[src/rtl/tc_responder_pkg.sv]
// Shared definitions for the timer/counter responder: FSM encodings,
// register offsets, mode codes and the packed CTRL layout.
package tc_responder_pkg;

  typedef enum logic [1:0] {
    ST_IDLE = 2'd0,
    ST_LOAD = 2'd1,
    ST_CNT  = 2'd2,
    ST_INT  = 2'd3
  } tc_state_e;

  localparam logic [1:0] OFF_CTRL   = 2'b00;
  localparam logic [1:0] OFF_PRESET = 2'b01;
  localparam logic [1:0] OFF_COUNT  = 2'b10;
  localparam logic [1:0] OFF_NONE   = 2'b11;

  localparam logic [1:0] MODE_ONESHOT = 2'b00;
  localparam logic [1:0] MODE_RELOAD  = 2'b01;

  // Bit order matches the software view: IM at bit 3, Mode at 2:1, Enable at 0.
  typedef struct packed {
    logic       im;
    logic [1:0] mode;
    logic       enable;
  } tc_ctrl_t;

  function automatic logic [31:0] ctrl_word(input tc_ctrl_t c);
    return {28'd0, c};
  endfunction

endpackage

[src/rtl/tc_responder.sv]
// Memory-mapped down-counter that raises an interrupt on expiry, with
// one-shot and auto-reload modes and a maskable IRQ output.
module tc_responder
  import tc_responder_pkg::*;
(
  input  logic        clk,
  input  logic        reset,
  input  logic [31:2] Addr,
  input  logic        WE,
  input  logic [31:0] Din,
  output logic [31:0] Dout,
  output logic        IRQ
);

  tc_state_e   state, state_next;
  tc_ctrl_t    ctrl, ctrl_next;
  logic [31:0] preset, preset_next;
  logic [31:0] count, count_next;
  logic        irq_flag, irq_flag_next;

  logic [1:0]  reg_sel;
  logic        wr_ctrl;
  logic        wr_preset;
  logic        unused_addr;

  assign reg_sel     = Addr[3:2];
  assign wr_ctrl     = WE && (reg_sel == OFF_CTRL);
  assign wr_preset   = WE && (reg_sel == OFF_PRESET);
  assign unused_addr = ^Addr[31:4];

  always_ff @(posedge clk) begin
    if (reset) begin
      state    <= ST_IDLE;
      ctrl     <= '0;
      preset   <= '0;
      count    <= '0;
      irq_flag <= 1'b0;
    end else begin
      state    <= state_next;
      ctrl     <= ctrl_next;
      preset   <= preset_next;
      count    <= count_next;
      irq_flag <= irq_flag_next;
    end
  end

  always_comb begin
    state_next    = state;
    ctrl_next     = ctrl;
    preset_next   = preset;
    count_next    = count;
    irq_flag_next = irq_flag;

    unique case (state)
      ST_IDLE: begin
        if (ctrl.enable) state_next = ST_LOAD;
      end
      ST_LOAD: begin
        count_next = preset;
        state_next = ST_CNT;
      end
      ST_CNT: begin
        // PRESET of 0 lands here with COUNT=0 and expires like PRESET=1.
        if (!ctrl.enable) begin
          state_next = ST_IDLE;
        end else if (count > 32'd1) begin
          count_next = count - 32'd1;
        end else begin
          count_next    = '0;
          irq_flag_next = 1'b1;
          state_next    = ST_INT;
        end
      end
      ST_INT: begin
        state_next = ST_IDLE;
        if (ctrl.mode == MODE_RELOAD) irq_flag_next = 1'b0;
        else                          ctrl_next.enable = 1'b0;
      end
      default: state_next = ST_IDLE;
    endcase

    // Software writes come last so they win over the FSM's own updates.
    if (wr_ctrl) begin
      ctrl_next     = tc_ctrl_t'(Din[3:0]);
      irq_flag_next = 1'b0;
    end
    if (wr_preset) begin
      preset_next   = Din;
      irq_flag_next = 1'b0;
    end
  end

  always_comb begin
    Dout = '0;
    case (reg_sel)
      OFF_CTRL:   Dout = ctrl_word(ctrl);
      OFF_PRESET: Dout = preset;
      OFF_COUNT:  Dout = count;
      default:    Dout = '0;
    endcase
  end

  assign IRQ = ctrl.im & irq_flag;

endmodule

[config.mk]
export PLATFORM = sky130hd
export DESIGN_NAME = tc_responder
export DESIGN_NICKNAME = d
export VERILOG_FILES = /design/src/rtl/tc_responder_pkg.sv /design/src/rtl/tc_responder.sv
export SDC_FILE = /design/constraint.sdc
export NUM_CORES = 1
export LEC_CHECK = 0
export ABC_AREA = 1
export BUFFER_PORTS_ARGS = -buffer_cell sky130_fd_sc_hd__buf_4
export CAP_MARGIN = 20
export CORE_ASPECT_RATIO = 1.75
export CORE_UTILIZATION = 50
export DETAILED_ROUTE_END_ITERATION = 6
export GPL_TIMING_DRIVEN = 0
export MAX_ROUTING_LAYER = met4
export PLACE_DENSITY = 0.83
export SLEW_MARGIN = 40
export SYNTH_ARGS = -nofsm -noshare
export SYNTH_HDL_FRONTEND = slang
export SYNTH_SLANG_ARGS = --single-unit
[constraint.sdc]
create_clock -name clk -period 2.15 [get_ports clk]
set_clock_uncertainty 0.15 [all_clocks]
set_input_delay 0.1075 -clock clk [delete_from_list [all_inputs] [get_ports clk]]
set_output_delay 0.1075 -clock clk [all_outputs]
set_load 0.02 [all_outputs]
Word level (Yosys, flattened, before mapping)
Cells that the tools add are included.
{"block": "op_classes", "div_mod_pow": 0, "n_addsub": 1, "reduce_logical": 12, "eq_ne": 12, "muxes": 15, "mul": 0, "n_lt_le_gt_ge": 1, "shift": 0, "bitwise": 1}
{"operator": "32-bit one-hot mux with 3 select lines", "n": 1}
{"operator": "32-bit 2-to-1 mux", "n": 2}
{"operator": "32-bit one-hot mux with 2 select lines", "n": 1}
{"operator": "32-bit by 1-bit > comparator with 1-bit output, second input constant", "n": 1}
{"operator": "32-bit by 1-bit subtractor with 32-bit output, second input constant", "n": 1}
{"operator": "2-bit != test, second input constant", "n": 5}
{"operator": "2-bit one-hot mux with 4 select lines", "n": 1}
{"operator": "2-bit by 1-bit equality test with 1-bit output, second input constant", "n": 3}
{"operator": "2-bit equality test, second input constant", "n": 3}
{"operator": "1-bit 2-to-1 mux", "n": 6}
{"operator": "2-bit 2-to-1 mux", "n": 3}
{"operator": "2-bit AND reduction", "n": 3}
{"operator": "2-bit nonzero test", "n": 3}
{"operator": "2-bit zero test", "n": 2}
{"operator": "4-bit AND reduction", "n": 1}
{"operator": "3-bit != test, second input constant", "n": 1}
{"operator": "3-bit OR reduction", "n": 1}
{"operator": "1-bit logical AND", "n": 2}
{"operator": "1-bit one-hot mux with 2 select lines", "n": 1}
{"operator": "1-bit bitwise AND", "n": 1}
{"block": "totals", "inputBits": 65, "regBits": 71, "mem_bits_rw": 0, "out_inout_bits": 33, "romBits": 0, "wordCells": 49, "memories": 0, "latch_bits": 0}

Longest topological paths before layout
Gate-level depths: netlist (run 1).
{"block": "depth", "word_depth": 4, "mapped_depth": 11, "mapped_depth_nobuf": 11}

Worst setup path after synthesis (run 1)
No wires, ideal clock.
{"block": "synth_path", "kind": "register to register", "startpoint": "register count[0]", "endpoint": "register count[18]", "path_stages_with_launch": 11, "setup_ps": 119, "path_slack_ps": 486, "path_buffers": 1, "arrival_ps": 1394, "required_time_ps": 1881, "period_less_slack_ps": 1664, "path_cell_list": "dfxtp_1 > inv_1 > ha_1 > nand2_2 > nor2_4 > nand2_4 > nand2_2 > a21oi_4 > buf_6 > o21ai_1 > a21oi_1"}
{"block": "synth_between", "elab_chain_cells": 4, "elab_cells_between_ends": 5, "cone_classes": "add/sub (1); order compare (1); mux (3)"}
{"element": "from (decl)", "line_no": "tc_responder.sv:18", "source": "logic [31:0] count, count_next;"}
{"element": "from (signal assigned)", "line_no": "tc_responder.sv:42", "source": "count <= count_next;"}
{"element": "32-bit by 1-bit subtractor with 32-bit output or 32-bit by 1-bit > comparator with 1-bit output (tied branches)", "line_no": "tc_responder.sv:67, tc_responder.sv:66"}
{"element": "32-bit 2-to-1 mux (*)", "line_no": "tc_responder.sv:66", "source": "end else if (count > 32'd1) begin"}
{"element": "32-bit 2-to-1 mux (*)", "line_no": "tc_responder.sv:64", "source": "if (!ctrl.enable) begin"}
{"element": "32-bit one-hot mux with 2 select lines (*)", "line_no": "tc_responder.sv:54", "source": "unique case (state)"}
Mark *: on every way between the ends. The rest lies on a longest branch, timed or not. The select of a mux whose other input is x is not followed.
A chain may end at the register's enable or synchronous reset.

Worst setup path after layout (run 1)
{"block": "layout_path", "startpoint": "input port Addr[2] in the netlist's numbering", "endpoint": "output port Dout[13]"}
{"block": "layout_between", "elab_chain_cells": 2, "elab_cells_between_ends": 4, "cone_classes": "eq/ne (2); mux (1); reduce/logical (1)"}
{"element": "from (decl)", "line_no": "tc_responder.sv:8", "source": "input logic [31:2] Addr,"}
{"element": "2-bit equality test, or another cell as far along", "line_no": "tc_responder.sv:95", "source": "case (reg_sel)"}
{"element": "32-bit one-hot mux with 3 select lines (*)", "line_no": "tc_responder.sv:95"}
{"element": "to (decl)", "line_no": "tc_responder.sv:11", "source": "output logic [31:0] Dout,"}
Mark *: on every way between the ends. The rest lies on a longest branch, timed or not.

==> out/metrics.cfg, run 1 <==
[status]
outcome = completed

[drt]
drt_pass1_iterations = 5
vias = 4817
vias_per_cell = 5.874
drc = 0
route.antenna.remaining_nets = 0
wirelength_um = 15410
drt_iter0_markers = 415
wire_per_inst_um = 18.79

[synth]
synth_nets = 680
yosys.area.top_type_share = 0.3554
synth.cell_area_um2 = 3999
synth_top_family_by_area = compound AO/OA/AOI/OAI gates
synth_area_leaders = dfxtp_1, a21oi_1, o21ai_0
yosys_warnings = 0
ys_seq_elements = 71
yosys.area_share.simple = 0.2046
post_synth_num_cell_types = 27
synthMuxAreaShare = 0
synth_compound_area_frac = 0.2901
avgSynthCellArea_um2 = 6.523
yosysTopAreaCell = dfxtp_1
yosysSeqAreaShare = 0.3554
synth_xor_area_frac = 0.02847
synth_cells = 613
synth_fa_ha_area_frac = 0.006258

[grt]
grt_pass1_wl_um = 23830
grt_max_degree = 14
antenna_found_initial = 0
grt_pass1_vias = 4878
grt-ovfl-total = 0
track_usage = 0.3849

[clocking]
worstSkewPairLatency_ns = 0.34
htreeDepth = 3
clock_sinks = 71
cts_max_path_buffers = 2
post_cts_buffers = 0
cts_tree = yes
cts_buffers = 9
root_buffer = clkbuf_16
path_clk_slew_ns = 0.06

[floorplan]
core_um2 = 7672
die_x_um = 69.60
die_area_um2 = 8373
initial_utilization = 0.5212
rows = 42
die_y_um = 120.3
io_pins = 98

[timing]
hold_viol = 0
relSlewSlack = 0.4114
totalNegativeSetupSlack_ns = 0
slew_viol_final = 0
fin_crit_ns = 2.105
fmaxAchievable_mhz = 475.1
post-route-period-util = 0.9791
finalHoldWorstSlack_ns = 0.07270
finalSetupViolCount = 0
tightest_slew_ns = 0.8828
grt_setup_unrepaired = no

[worst_setup_path]
end_kind = output pin
worstSetupPathType = input port to output pin
path_max_fanout = 10
cp.required_ns = 1.89
critPathArrivalTime_ns = 1.85
cp-start-kind = input port

[job]
drv_cap = 0

[hold_path]
hold_class = input port to register

[place]
hpwl_um = 11080
port_buffers = 68
gp_congestion = 0.9445

[power_and_ir_drop]
p_leak_nw = 2.317
powerDensity_nw_per_um2 = 775.5
ir_worst_vdd_uv = 523.9

[finish]
area_growth_pct = 33.26
final_cell_mix = a21oi_1, nand2_1, inv_1, o21ai_0, dfxtp_1
fin_nets = 794
final_common_cell = a21oi_1
drive_gt1_frac = 0.1475
antenna_cells = 0

-- per-stage QoR --
stage | util | cells | power (mW) | instance area, um^2 | worst slack, ns
floorplan | - | 613 | 2.015 | 3999 | 0.4862
global placement | 0.6021 | 769 | 2.313 | 4619 | 0.06370
detailed placement | 0.6021 | 769 | 2.326 | 4619 | 0.05080
CTS | 0.6941 | 821 | 4.101 | 5325 | 0.02925
global route | 0.6946 | 820 | 4.277 | 5329 | 0.004381
finish | 0.6946 | 820 | 4.133 | 5329 | 0.04496
-- sequential cells by signal, indices dropped and copies added, names as in the netlist --
signal / cells
ctrl: 4
irq_flag: 1
preset: 32
count: 32
state: 2
-- synth_stat cells --
master and instances:
buf_6 3, o22ai_1 25, ha_1 2, nor2_4 2, nor2_2 4, nand2_4 1
a21oi_1 103, inv_1 82, nand4_1 4, o211a_1 1, a21boi_2 1, dfxtp_1 71
buf_2 1, o21ai_0 75, buf_1 2, a21oi_4 1, nand2_2 5, clkbuf_2 1
clkbuf_1 26, xor2_1 13, nor3_1 2, nand2_1 83, o221ai_1 4, o21ai_1 8
inv_2 1, nand3_1 29, nor2_1 63
-- logic make-up (layout without fill, tap and decap cells) --
| kind of cell | count (synthesis) | in the layout |
|---|---|---|
| flops | 71 | 71 |
| fa+ha+maj | 2 | 2 |
| buf+inv | 116 | 235 |
| compound gates | 218 | 218 |
| simple gates | 193 | 193 |
| xor+xnor | 13 | 13 |
-- power breakdown --
part | total (mW) | leakage [nW] | internal (mW) | switching [mW]
clock network | 1.75 | 0.166 | 1.14 | 0.617
registers | 1.43 | 0.578 | 1.38 | 0.0501
logic | 0.951 | 1.57 | 0.327 | 0.624
total | 4.13 | 2.32 | 2.84 | 1.29
-- path summary, 6_finish.rpt --
kind	start	endpoint	slack [ns]	depth (start not counted)
max reg2reg	state[0]	count[5]	0.07	6
max	Addr[2]	Dout[13]	0.04	7
min	Addr[3]	irq_flag	0.07	3
min reg2reg	preset[6]	preset[6]	0.32	2
-- routing by layer --
| layer | GRT usage | up-vias | part of all wire | wire length [um] |
|---|---|---|---|---|
| met5 | - | - | 0 | 0 |
| met4 | 0.3087 | 0 | 0.078 | 1202 |
| met3 | 0.06083 | 71 | 0.060 | 921 |
| met2 | 0.6705 | 244 | 0.51 | 7840 |
| met1 | 0.3734 | 2235 | 0.35 | 5440 |
| li1 | - | 2267 | - | - |
-- timing repair --
action                                  4_1_cts  5_1_grt
endpoints found under the setup margin        0       32
hold buffers                                 36        0
resized for setup                             0        5
endpoints found under the hold margin        37        0
-- worst max-delay path: stages --
cell and delay (ns):
buf_4 0.08, inv_1 0.08, nand2_1 0.08, clkbuf_1 0.54, clkbuf_1 0.58, o22ai_1 0.18
buf_4 0.19
-- cell type report --
type                    count  area (um^2)
clock buffers               9        225.2
clock inverters             7        120.1
fillers                   643         2344
inverters                  83        311.5
plain buffers              32        147.6
repair buffers            104        870.8
flip-flops and latches     71         1421
multi-input cells         426         2122
well taps                  88        110.1
Note: power is estimated with default switching activity, not from simulation.
==> inputs of run 2 (changes only) <==
CELL_PAD_IN_SITES_DETAIL_PLACEMENT = 0   (was default)
CELL_PAD_IN_SITES_GLOBAL_PLACEMENT = 1   (was default)
CORE_UTILIZATION = 37   (was 50)
PLACE_DENSITY = 0.88   (was 0.83)
clock period = 2.13 ns   (was 2.15 ns; I/O delays follow)
==> run 2 against run 1 <==
Sequential power barely moved. Worst hold slack improved by 0.013 ns. First-iteration DRC count fell by 13%. Count of clock-buffer cells in the layout rose by 3. Die area rose by 34%. Via count fell by 4.9%. Flip-flop and latch count did not move. Critical path type is now register to register. Largest cell class unchanged. Largest power group is now registers.
==> out/metrics.cfg, run 2 (synthesized netlist as in run 1, its figures left out) <==
[status]
outcome = completed

[worst_setup_path]
cp.required_ns = 2.25
critPathArrivalTime_ns = 2.15
path_max_fanout = 7
worstSetupPathType = register to register
cp-start-kind = register
end_kind = register

[floorplan]
die_x_um = 80.59
rows = 49
die_y_um = 139.5
core_um2 = 10420
initial_utilization = 0.3837
io_pins = 98
die_area_um2 = 11240

[finish]
final_common_cell = a21oi_1
antenna_cells = 0
largestRegisters = count (32), preset (32), ctrl (4)
fin_nets = 796
final_util = 0.5102
area_growth_pct = 32.98
final_cell_mix = a21oi_1, nand2_1, inv_1, o21ai_0, dfxtp_1
drive_gt1_frac = 0.1460
n_fill_cell = 1098

[grt]
grt_pass1_wl_um = 22960
track_usage = 0.2858
grt-ovfl-total = 0
antenna_found_initial = 0
grt_max_degree = 12
grt_pass1_vias = 4458

[power_and_ir_drop]
ir_worst_vdd_uv = 447.0
p_leak_nw = 2.299
power_switching_mw = 1.250
power_mw = 3.816
combPwrFrac = 0.251
p_int_mw = 2.565
p_seq_frac = 0.377
p_clk_frac = 0.372
powerDensity_nw_per_um2 = 717.5
sw_frac_of_total = 0.3277

[clocking]
path_clk_slew_ns = 0.06
cts_tree = yes
cts_buffers = 9
root_buffer = clkbuf_16
clock_sinks = 71
cts_max_path_buffers = 2
worstSkewPairLatency_ns = 0.34
htreeDepth = 3

[timing]
finalHoldWorstSlack_ns = 0.08588
fmaxAchievable_mhz = 492.6
finalSetupViolCount = 0
totalNegativeSetupSlack_ns = 0
relSlewSlack = 0.3999
post-route-period-util = 0.9531
hold_viol = 0
worst_slack_ns = 0.09994
fin_crit_ns = 2.030
tightest_slew_ns = 0.9001
slew_viol_final = 0

[drt]
route.antenna.remaining_nets = 0
drt_iter0_markers = 360
drc = 0
vias_per_cell = 5.329
wire_per_inst_um = 17.39
drt_pass1_iterations = 5
wirelength_um = 14960
vias = 4583

[place]
hpwl_um = 11160
post-place-ws_ns = -0.09849
gp_congestion = 0.9625
port_buffers = 68

[hold_path]
hold_class = input port to register

[job]
drv_cap = 0

[run 2: changes by cell type in the layout (fill, tap and decap cells not counted), sizes merged]
cell,before,now
clkbuf,36,38
bufinv,3,0
clkinv,2,3
inv,84,83
clkinvlp,1,0
buf,73,76
[run 2: repair_timing]
| item | in CTS | in global routing |
|---|---|---|
| endpoints found under the hold margin | 37 | 0 |
| buffers inserted | 0 | 1 |
| gates resized for setup | 1 | 3 |
| gates cloned | 0 | 1 |
| hold buffers | 36 | 0 |
| pin swaps | 0 | 3 |
| endpoints found under the setup margin | 10 | 26 |
[run 2: per-stage QoR]
step | instances | instance area, um^2
after floorplan | 613 | 3999
after global placement | 808 | 4668
after detailed placement | 808 | 4668
after CTS | 859 | 5305
after global routing | 860 | 5318
final | 860 | 5318
[run 2: path summary, 6_finish.rpt]
path                              endpoint  cells after the start  slack, ns       start
worst max register to register   count[20]                     10        0.1    count[0]
worst min-delay path              irq_flag                      3       0.09     Addr[3]
worst min register to register  preset[26]                      2       0.32  preset[26]
worst max-delay path             count[20]                     10        0.1    count[0]
[run 2: area by class of cell]
| type | count | area, um^2 | share of cell area |
|---|---|---|---|
| Sequential cell | 71 | 1421 | 0.2673 |
| Timing Repair Buffer | 106 | 883.3 | 0.1661 |
| Tap cell | 127 | 158.9 | 0.02988 |
| Multi-Input combinational cell | 426 | 2120 | 0.3986 |
| Buffer | 32 | 147.6 | 0.02776 |
| Inverter | 83 | 311.5 | 0.05859 |
| Clock inverter | 3 | 18.77 | 0.003529 |
| Clock buffer | 12 | 256.5 | 0.04824 |
[run 2: routing by layer]
| metal | vias to the layer above | track usage | part of all wire |
|---|---|---|---|
| met4 | 0 | 0.1588 | 0.047 |
| met1 | 2156 | 0.2921 | 0.38 |
| met5 | - | - | 0 |
| met2 | 121 | 0.5062 | 0.54 |
| met3 | 30 | 0.04000 | 0.032 |
| li1 | 2276 | - | - |
[run 2: critical path, cell delays in order (launching register included)]
cell and delay, ns:
dfxtp_1 0.35, inv_1 0.10, ha_1 0.24, nand2_2 0.11, nor2_4 0.09, nand2_4 0.13, nand2_2 0.09, a21oi_4 0.28
buf_2 0.23, nand3_1 0.08, a21oi_1 0.11
[run 2: power groups by stage]
| stage | sequential (mW) | clock (mW) | combinational [mW] |
|---|---|---|---|
| 2_1_floorplan | 1.45 | 0 | 0.582 |
| 3_3_place_gp | 1.46 | 0 | 0.884 |
| 3_5_place_dp | 1.47 | 0 | 0.888 |
| 4_1_cts | 1.44 | 1.44 | 0.942 |
| 5_1_grt | 1.45 | 1.49 | 1.05 |
| 6_report | 1.44 | 1.42 | 0.958 |
